--- src/rtl/ex_mem_pipe_reg.sv ---
// EX->MEM pipeline register with valid/ready handshake,
// synchronous flush and an optional two-entry skid buffer.
module ex_mem_pipe_reg #(
   parameter int DATA_W = 32,
   parameter int REG_W  = 5,
   parameter int SKID   = 1
) (
   input  logic              clk,
   input  logic              reset_n,
   input  logic              in_valid,
   output logic              in_ready,
   input  logic              is_write_in,
   input  logic              is_load_in,
   input  logic              is_store_in,
   input  logic [DATA_W-1:0] alu_result_in,
   input  logic [REG_W-1:0]  register_d_in,
   input  logic              flush,
   output logic              out_valid,
   input  logic              out_ready,
   output logic              is_write_out,
   output logic              is_load_out,
   output logic              is_store_out,
   output logic [DATA_W-1:0] alu_result_out,
   output logic [REG_W-1:0]  register_d_out,
   output logic [1:0]        occupancy
);

   typedef struct packed {
      logic              wr;
      logic              ld;
      logic              st;
      logic [DATA_W-1:0] res;
      logic [REG_W-1:0]  rd;
   } beat_t;

   typedef enum logic [1:0] {
      EMPTY,
      ONE,
      FULL
   } state_t;

   state_t state;
   beat_t  beat_in;
   beat_t  m_q;
   beat_t  s_q;
   logic   m_valid;
   logic   s_valid;
   logic   accept;
   logic   drain;

   assign beat_in = '{
      wr:  is_write_in,
      ld:  is_load_in,
      st:  is_store_in,
      res: alu_result_in,
      rd:  register_d_in
   };

   // With the skid entry, in_ready depends only on registered state,
   // so out_ready never reaches the EX stage combinationally.
   generate
      if (SKID != 0) begin : g_skid
         assign in_ready = !s_valid;
      end else begin : g_noskid
         assign in_ready = !m_valid | out_ready;
      end
   endgenerate

   assign accept = in_valid & in_ready;
   assign drain  = m_valid & out_ready;

   always_ff @(posedge clk or negedge reset_n) begin
      if (!reset_n) begin
         state   <= EMPTY;
         m_q     <= '0;
         s_q     <= '0;
         m_valid <= 1'b0;
         s_valid <= 1'b0;
      end else if (flush) begin
         state   <= EMPTY;
         m_valid <= 1'b0;
         s_valid <= 1'b0;
      end else begin
         unique case (state)
            EMPTY: begin
               if (accept) begin
                  m_q     <= beat_in;
                  m_valid <= 1'b1;
                  state   <= ONE;
               end
            end
            ONE: begin
               if (accept && drain) begin
                  m_q <= beat_in;
               end else if (accept && SKID != 0) begin
                  // M is stalled: the newer beat waits behind it in S
                  s_q     <= beat_in;
                  s_valid <= 1'b1;
                  state   <= FULL;
               end else if (drain) begin
                  m_valid <= 1'b0;
                  state   <= EMPTY;
               end
            end
            FULL: begin
               if (drain) begin
                  m_q     <= s_q;
                  s_valid <= 1'b0;
                  state   <= ONE;
               end
            end
            default: begin
               state   <= EMPTY;
               m_valid <= 1'b0;
               s_valid <= 1'b0;
            end
         endcase
      end
   end

   assign out_valid      = m_valid;
   assign is_write_out   = m_q.wr & m_valid;
   assign is_load_out    = m_q.ld & m_valid;
   assign is_store_out   = m_q.st & m_valid;
   assign alu_result_out = m_q.res;
   assign register_d_out = m_q.rd;
   assign occupancy      = {1'b0, m_valid} + {1'b0, s_valid};

endmodule

--- config.mk ---
export PLATFORM = sky130hd
export DESIGN_NAME = ex_mem_pipe_reg
export DESIGN_NICKNAME = d
export VERILOG_FILES = /design/src/rtl/ex_mem_pipe_reg.sv
export SDC_FILE = /design/constraint.sdc
export NUM_CORES = 1
export LEC_CHECK = 0
export BUFFER_PORTS_ARGS = -buffer_cell sky130_fd_sc_hd__buf_2
export CORE_ASPECT_RATIO = 0.9
export CORE_UTILIZATION = 32
export CTS_BUF_LIST = sky130_fd_sc_hd__clkbuf_16
export DETAILED_ROUTE_END_ITERATION = 10
export PLACE_DENSITY_LB_ADDON = 0.05
export SLEW_MARGIN = 20
export SYNTH_ARGS = -nofsm -noshare
export SYNTH_HDL_FRONTEND = slang
export SYNTH_SLANG_ARGS = --single-unit
--- constraint.sdc ---
create_clock -name clk -period 2.4 [get_ports clk]
set_clock_uncertainty 0.15 [all_clocks]
set_input_delay 0.48 -clock clk [delete_from_list [all_inputs] [get_ports clk]]
set_output_delay 0.48 -clock clk [all_outputs]
set_load 0.02 [all_outputs]
==> out/metrics.cfg, run 1 <==
[sta]
finalSetupViolations = 0
period_minus_slack_ns = 1.990
grt_setup_unrepaired = false
tightestPinTransition_ns = 0.5139
slew_headroom_pct = 65.74
period_share_pct = 82.93
drv_slew = 0
tns_ns = 0
hold_viol = 0
fmax_mhz = 502.4
fin_ws_ns = 0.4096

[worst_setup_path]
worst_setup_path_start_kind = flop
critical_path.endpoint_type = flop
cp-startpoint = state[0]
arrival_ns = 2.04
required_ns = 2.45
slowest_stage = dfrtp_1
critPathMaxFanout = 17
reg2reg_depth = 4
timing.rr.start = state[0]
path_class = reg -> reg
path_cells = nand2b_2, o221ai_4, buf_4, a22oi_1
cpPeakStageDelay_ns = 0.50
timing.rr.end = alu_result_out[22]
r2r_slack_ns = 0.41

[layout]
layout-drive-gt1-share_pct = 44.39
syn_to_final_growth_pct = 15.07
antenna_cells = 0
fin_nets = 479

[global_route]
grt_max_degree = 42
track_usage_pct = 17.18
grt_pass1_vias = 3282
grt_pass1_wl_microns = 18870
antenna_found_initial = 0
overflow = 0

[floorplanning]
fp-row-count = 41
initial_core_util_pct = 32.83
fp.dieH_microns = 115.7
core_sq_um = 14000
die_x_microns = 128.4
die-area_sq_um = 14850
num_io_pins = 89

[pwr]
worst_ir_drop_vdd_mv = 0.5167
powerDensity_nw_per_um2 = 1151
p_leak_uw = 0.002333
total_power_uw = 6092

[clock_tree]
cts_tree = yes
cts_buffers = 9
clockBufferDepth = 2
ctsHoldBuffers = 1
cts_max_level = 3
insertion_delay_ns = 0.34
cts_resized = 0
cts_sinks = 84
root_buffer = clkbuf_16
cts.clk_slew.worst_paths_ns = 0.06
cts_setup_buffers = 0

[drt]
ant_nets = 0
vias = 3181
drt-total-wl_microns = 11960
vias_per_cell = 5.049
first_iter_violations = 89
first_pass_iters = 4
drc = 0
post_drt_wl_per_cell_microns = 18.98

[synthesis]
yosysSeqAreaShare_pct = 45.71
netlist_instances = 393
synth_edf_count = 0
synth-main-ff-cell = dfrtp_1
yosys_warnings = 0
synth_cell_types = 33
netlist_area_sq_um = 4598
async_reset_ff_share_pct = 100.0
avgSynthCellArea_sq_um = 11.70
synth-seq-cells = 84
synth_fp_nets = 439

[hold_path]
min_from = alu_result_in[25]
hold_path.class = in -> reg
min_path_cells = 2
hold_end = s_q[30]

[placement]
io_buffers = 88
dp_slack_ns = 0.3355
dpl.hpwl_microns = 7435
gp_congestion = 0.6777

[status]
status = complete, no violations

[run]
maxCapViolations = 0

cells by family (layout without fill, tap and decap cells):
kind of cell / Yosys count / count (layout) / synth area share [%]
AOI/OAI and AO/OA: 130 / 130 / 23.27
DFF: 84 / 84 / 45.71
buffers and inverters: 81 / 125 / 10.78
and+or+nand+nor: 57 / 57 / 10.18
muxes: 40 / 40 / 9.796
adders and majority gates: 1 / 1 / 0.2721
stage by stage:
stage                     area, sq um  util [%]  hold WS (ns)  std cells
final                            5291     37.78        0.2147        630
after global routing             5291     37.78        0.2075        630
after CTS                        5291     37.78        0.2025        630
after detailed placement         5031     35.92        0.3194        614
after global placement           5031     35.92        0.3110        614
after floorplan                  4598         -       0.03441        393
sequential cells by signal, indices dropped and copies added, names as in the netlist:
signal / cells
alu_result_out: 32
m_q: 3
out_valid: 1
register_d_out: 5
s_q: 40
s_valid: 1
state: 2
worst max-delay path, delay by kind of cell, from the launching register on:
family / cells / cell delay (ns)
and+or+nand+nor: 1 / 0.43
AOI/OAI and AO/OA: 2 / 0.41
DFF: 1 / 0.50
buffers and inverters: 1 / 0.35
metal layers:
metal  track usage [%]  wire, microns  up-vias
li1                  -              -     1512
met1             23.07           5794     1588
met2             27.14           5489       73
met3             4.478            535        8
met4             5.333            136        0
met5                 0              0        -
worst max-delay path by stage:
stage                    endpoint  slack, ns  cells past startpoint
6_report       alu_result_out[22]       0.41                      4
2_1_floorplan              s_q[0]       0.58                      5
5_1_grt        alu_result_out[22]       0.29                      4
3_3_place_gp   alu_result_out[11]       0.35                      5
4_1_cts        alu_result_out[22]       0.37                      4
3_5_place_dp   alu_result_out[13]       0.34                      5
cell type report:
class | instances | area (sq um)
fill | 1378 | 8713
sequential | 84 | 2103
multi-input combinational | 228 | 2031
timing repair buffer | 108 | 658.1
tap | 193 | 241.5
clock buffer | 9 | 225.2
clock inverter | 6 | 25.02
inverter | 2 | 7.507
cell usage after synthesis (2+ instances only):
library cell	instances	area share, %
dfrtp_1	84	46
a21oi_1	42	4.6
buf_4	41	6.7
a211oi_1	40	6.5
and3b_1	40	7.6
a22oi_2	39	11
mux2_2	30	7.3
clkbuf_1	28	2.3
mux2_1	10	2.4
buf_2	6	0.65
buf_6	4	0.98
and2_1	3	0.41
nand2b_1	3	0.41
a211o_1	2	0.38
inv_1	2	0.16
nand3b_1	2	0.33
cell usage in the layout, fill, tap and decap left out, types with 2 or more instances in the layout:
| master | count |
|---|---|
| clkbuf_16 | 9 |
| and3b_1 | 40 |
| buf_2 | 87 |
| and2_1 | 3 |
| mux2_1 | 10 |
| clkinv_1 | 2 |
| a22oi_2 | 39 |
| dfrtp_1 | 83 |
| a21oi_1 | 42 |
| nand2b_1 | 2 |
| a211oi_1 | 40 |
| buf_12 | 5 |
| inv_1 | 4 |
| mux2_2 | 30 |
| buf_4 | 15 |
| clkinv_2 | 2 |
| nand3b_1 | 2 |
power breakdown:
group	switching, uW	internal, uW
Sequential	355	2090
Combinational	1310	1100
Clock	550	677
Total	2220	3870
Note: power is estimated with default switching activity, not from simulation.
==> inputs of run 2 (changes only) <==
- ABC_AREA: unset -> 1
- clock period: 2.4 -> 1.87 ns (I/O delays scaled with it)
==> run 2 against run 1 <==
Clock-buffer cell count unchanged. First-iteration DRC count rose to 2.8 times the previous value. Global-route usage up 0.16 points. Die area down 7.1%. Largest power group unchanged. Area after synthesis down 7.2%. Core utilization up 0.40 points. Critical path type is now reg -> out. Worst hold slack worse by 0.12 ns. Register-to-register slack worse by 0.18 ns.
==> out/metrics.cfg, run 2 <==
[synthesis]
yosys_warnings = 0
yosysMostFrequentCell = nand2_1
async_reset_ff_share_pct = 100.0
synth_edf_count = 0
yosys-top-cells-area = dfrtp_1 49%, nand2_1 26%, nand3_1 9.9%
netlist_instances = 561
synth-main-ff-cell = dfrtp_1
synth-seq-cells = 84
yosysTopAreaCellShare_pct = 49.28
synth_cell_types = 18
avgSynthCellArea_sq_um = 7.603
synth.largest_area_cell = dfrtp_1
synthTopCellsByCount = 297 x nand2_1, 84 x dfrtp_1, 84 x nand3_1
synth_fp_nets = 607
netlist_area_sq_um = 4265
yosysSeqAreaShare_pct = 49.28

[layout]
fin_nets = 658
largest-register = s_q
largest_reg_flops = 40
final_common_cell = nand2_1
antenna_cells = 0
layout-drive-gt1-share_pct = 20.85
syn_to_final_growth_pct = 14.87
fillers = 1390
final_cell_area_sq_um = 4900
mostFrequentLayoutCells = 296 x nand2_1, 87 x buf_2, 84 x nand3_1, 83 x dfrtp_1, 18 x buf_4
final_util_pct = 38.18
multiInputGateArea_sq_um = 1649
final-seq-area_sq_um = 2103

[sta]
hold-worst-slack_ns = 0.09195
slew_headroom_pct = 79.14
tightestPinTransition_ns = 0.3129
tns_ns = 0
fin_ws_ns = 0.1470
finalSetupViolations = 0
drv_slew = 0
fmax_mhz = 580.4
grt_setup_unrepaired = false
period_share_pct = 92.14
hold_viol = 0
period_minus_slack_ns = 1.723

[clock_tree]
insertion_delay_ns = 0.34
cts_buffers = 9
root_buffer = clkbuf_16
cts.clk_slew.worst_paths_ns = 0.06
clockBufferDepth = 2
cts_sinks = 84
cts_resized = 0
cts_tree = yes
cts_max_level = 3

[worst_setup_path]
timing.rr.start = state[0]
arrival_ns = 1.20
path_class = reg -> out
critPathMaxFanout = 4
critical_path.endpoint_type = output port
required_ns = 1.35
worst_setup_path_start_kind = flop
cp-startpoint = out_valid

[floorplanning]
die-area_sq_um = 13800
die_x_microns = 123.7
core_sq_um = 12830
initial_core_util_pct = 33.24
num_io_pins = 89
fp.dieH_microns = 111.5
fp-row-count = 39

[placement]
dpl.hpwl_microns = 7149
gp_congestion = 0.8211
io_buffers = 88
place_area_sq_um = 4649
dp_slack_ns = 0.1836

[drt]
first_iter_violations = 251
drc = 0
first_pass_iters = 6
vias_per_cell = 4.647
vias = 3615
post_drt_wl_per_cell_microns = 14.19
drt-total-wl_microns = 11040
ant_nets = 0

[run]
maxCapViolations = 0

[pwr]
p_leak_uw = 0.002836
powerDensity_nw_per_um2 = 1510
worst_ir_drop_vdd_mv = 0.5517

[status]
status = complete, no violations

[global_route]
grt_pass1_vias = 3567
track_usage_pct = 17.34
overflow = 0
antenna_found_initial = 1
grt_max_degree = 49
grt_pass1_wl_microns = 18180

[hold_path]
min_from = is_store_in
hold_path.class = in -> reg

-- run 2: cell types whose count changed after synthesis, sizes merged, moves of 5 or more --
cell    before  now
nand2        1  300
nor2         1    6
nand3        1   85
and3b       40    0
buf         51   65
mux2        40    0
a21oi       42    0
clkbuf      28    5
inv          2   11
a22oi       40    0
a211oi      40    0
-- run 2: routing by layer --
metal  GRT usage (%)  vias to the layer above  wire, microns
li1                -                     1813              -
met1           21.85                     1704           5069
met2           28.15                       85           5228
met3           5.686                       11            600
met4           4.819                        2            131
met5               0                        -              8
-- run 2: through the flow --
step,power [uW],cells
4_1_cts,7527,778
5_1_grt,8023,778
3_3_place_gp,5895,764
2_1_floorplan,5485,561
3_5_place_dp,5935,764
6_report,7399,778
-- run 2: cell families (layout without fill, tap and decap cells) --
kind of cell / Yosys count / in the layout / synth area share (%)
and+or+nand+nor: 392 / 392 / 37.69
DFF: 84 / 84 / 49.28
buffers and inverters: 81 / 134 / 12.29
AOI/OAI and AO/OA: 3 / 3 / 0.4401
adders and majority gates: 1 / 1 / 0.2933
-- run 2: where the power goes --
part           internal (uW)  switching, uW
clock                    857            674
combinational            931           1770
sequential              2690            480
total                   4480           2920
-- run 2: path summary, 6_finish.rpt --
| check | endpoint | slack [ns] | cells past startpoint |
|---|---|---|---|
| worst max-delay path | occupancy[0] | 0.15 | 2 |
| worst min-delay path | s_q[37] | 0.09 | 3 |
| worst max register to register | register_d_out[1] | 0.23 | 7 |
| worst min register to register | alu_result_out[5] | 0.31 | 2 |
| max in group asynchronous | state[1] | 0.82 | 3 |
| min in group asynchronous | alu_result_out[26] | 0.25 | 2 |
-- run 2: final cells by class --
cell class / count / area share, %
inverter: 11 / 0.8427
clock inverter: 4 / 0.3064
clock buffer: 9 / 4.597
tap: 164 / 4.188
timing repair buffer: 110 / 13.48
multi-input combinational: 396 / 33.66
sequential: 84 / 42.93
-- run 2: critical path, stage by stage, from the launching register on --
cell and delay, ns:
dfrtp_1 0.41, ha_1 0.29, buf_2 0.16
-- run 2: timing repair --
item | CTS | global route
endpoints found under the hold margin | 84 | 0
endpoints found under the setup margin | 0 | 0
buffers inserted | 0 | 0
hold buffers | 1 | 0
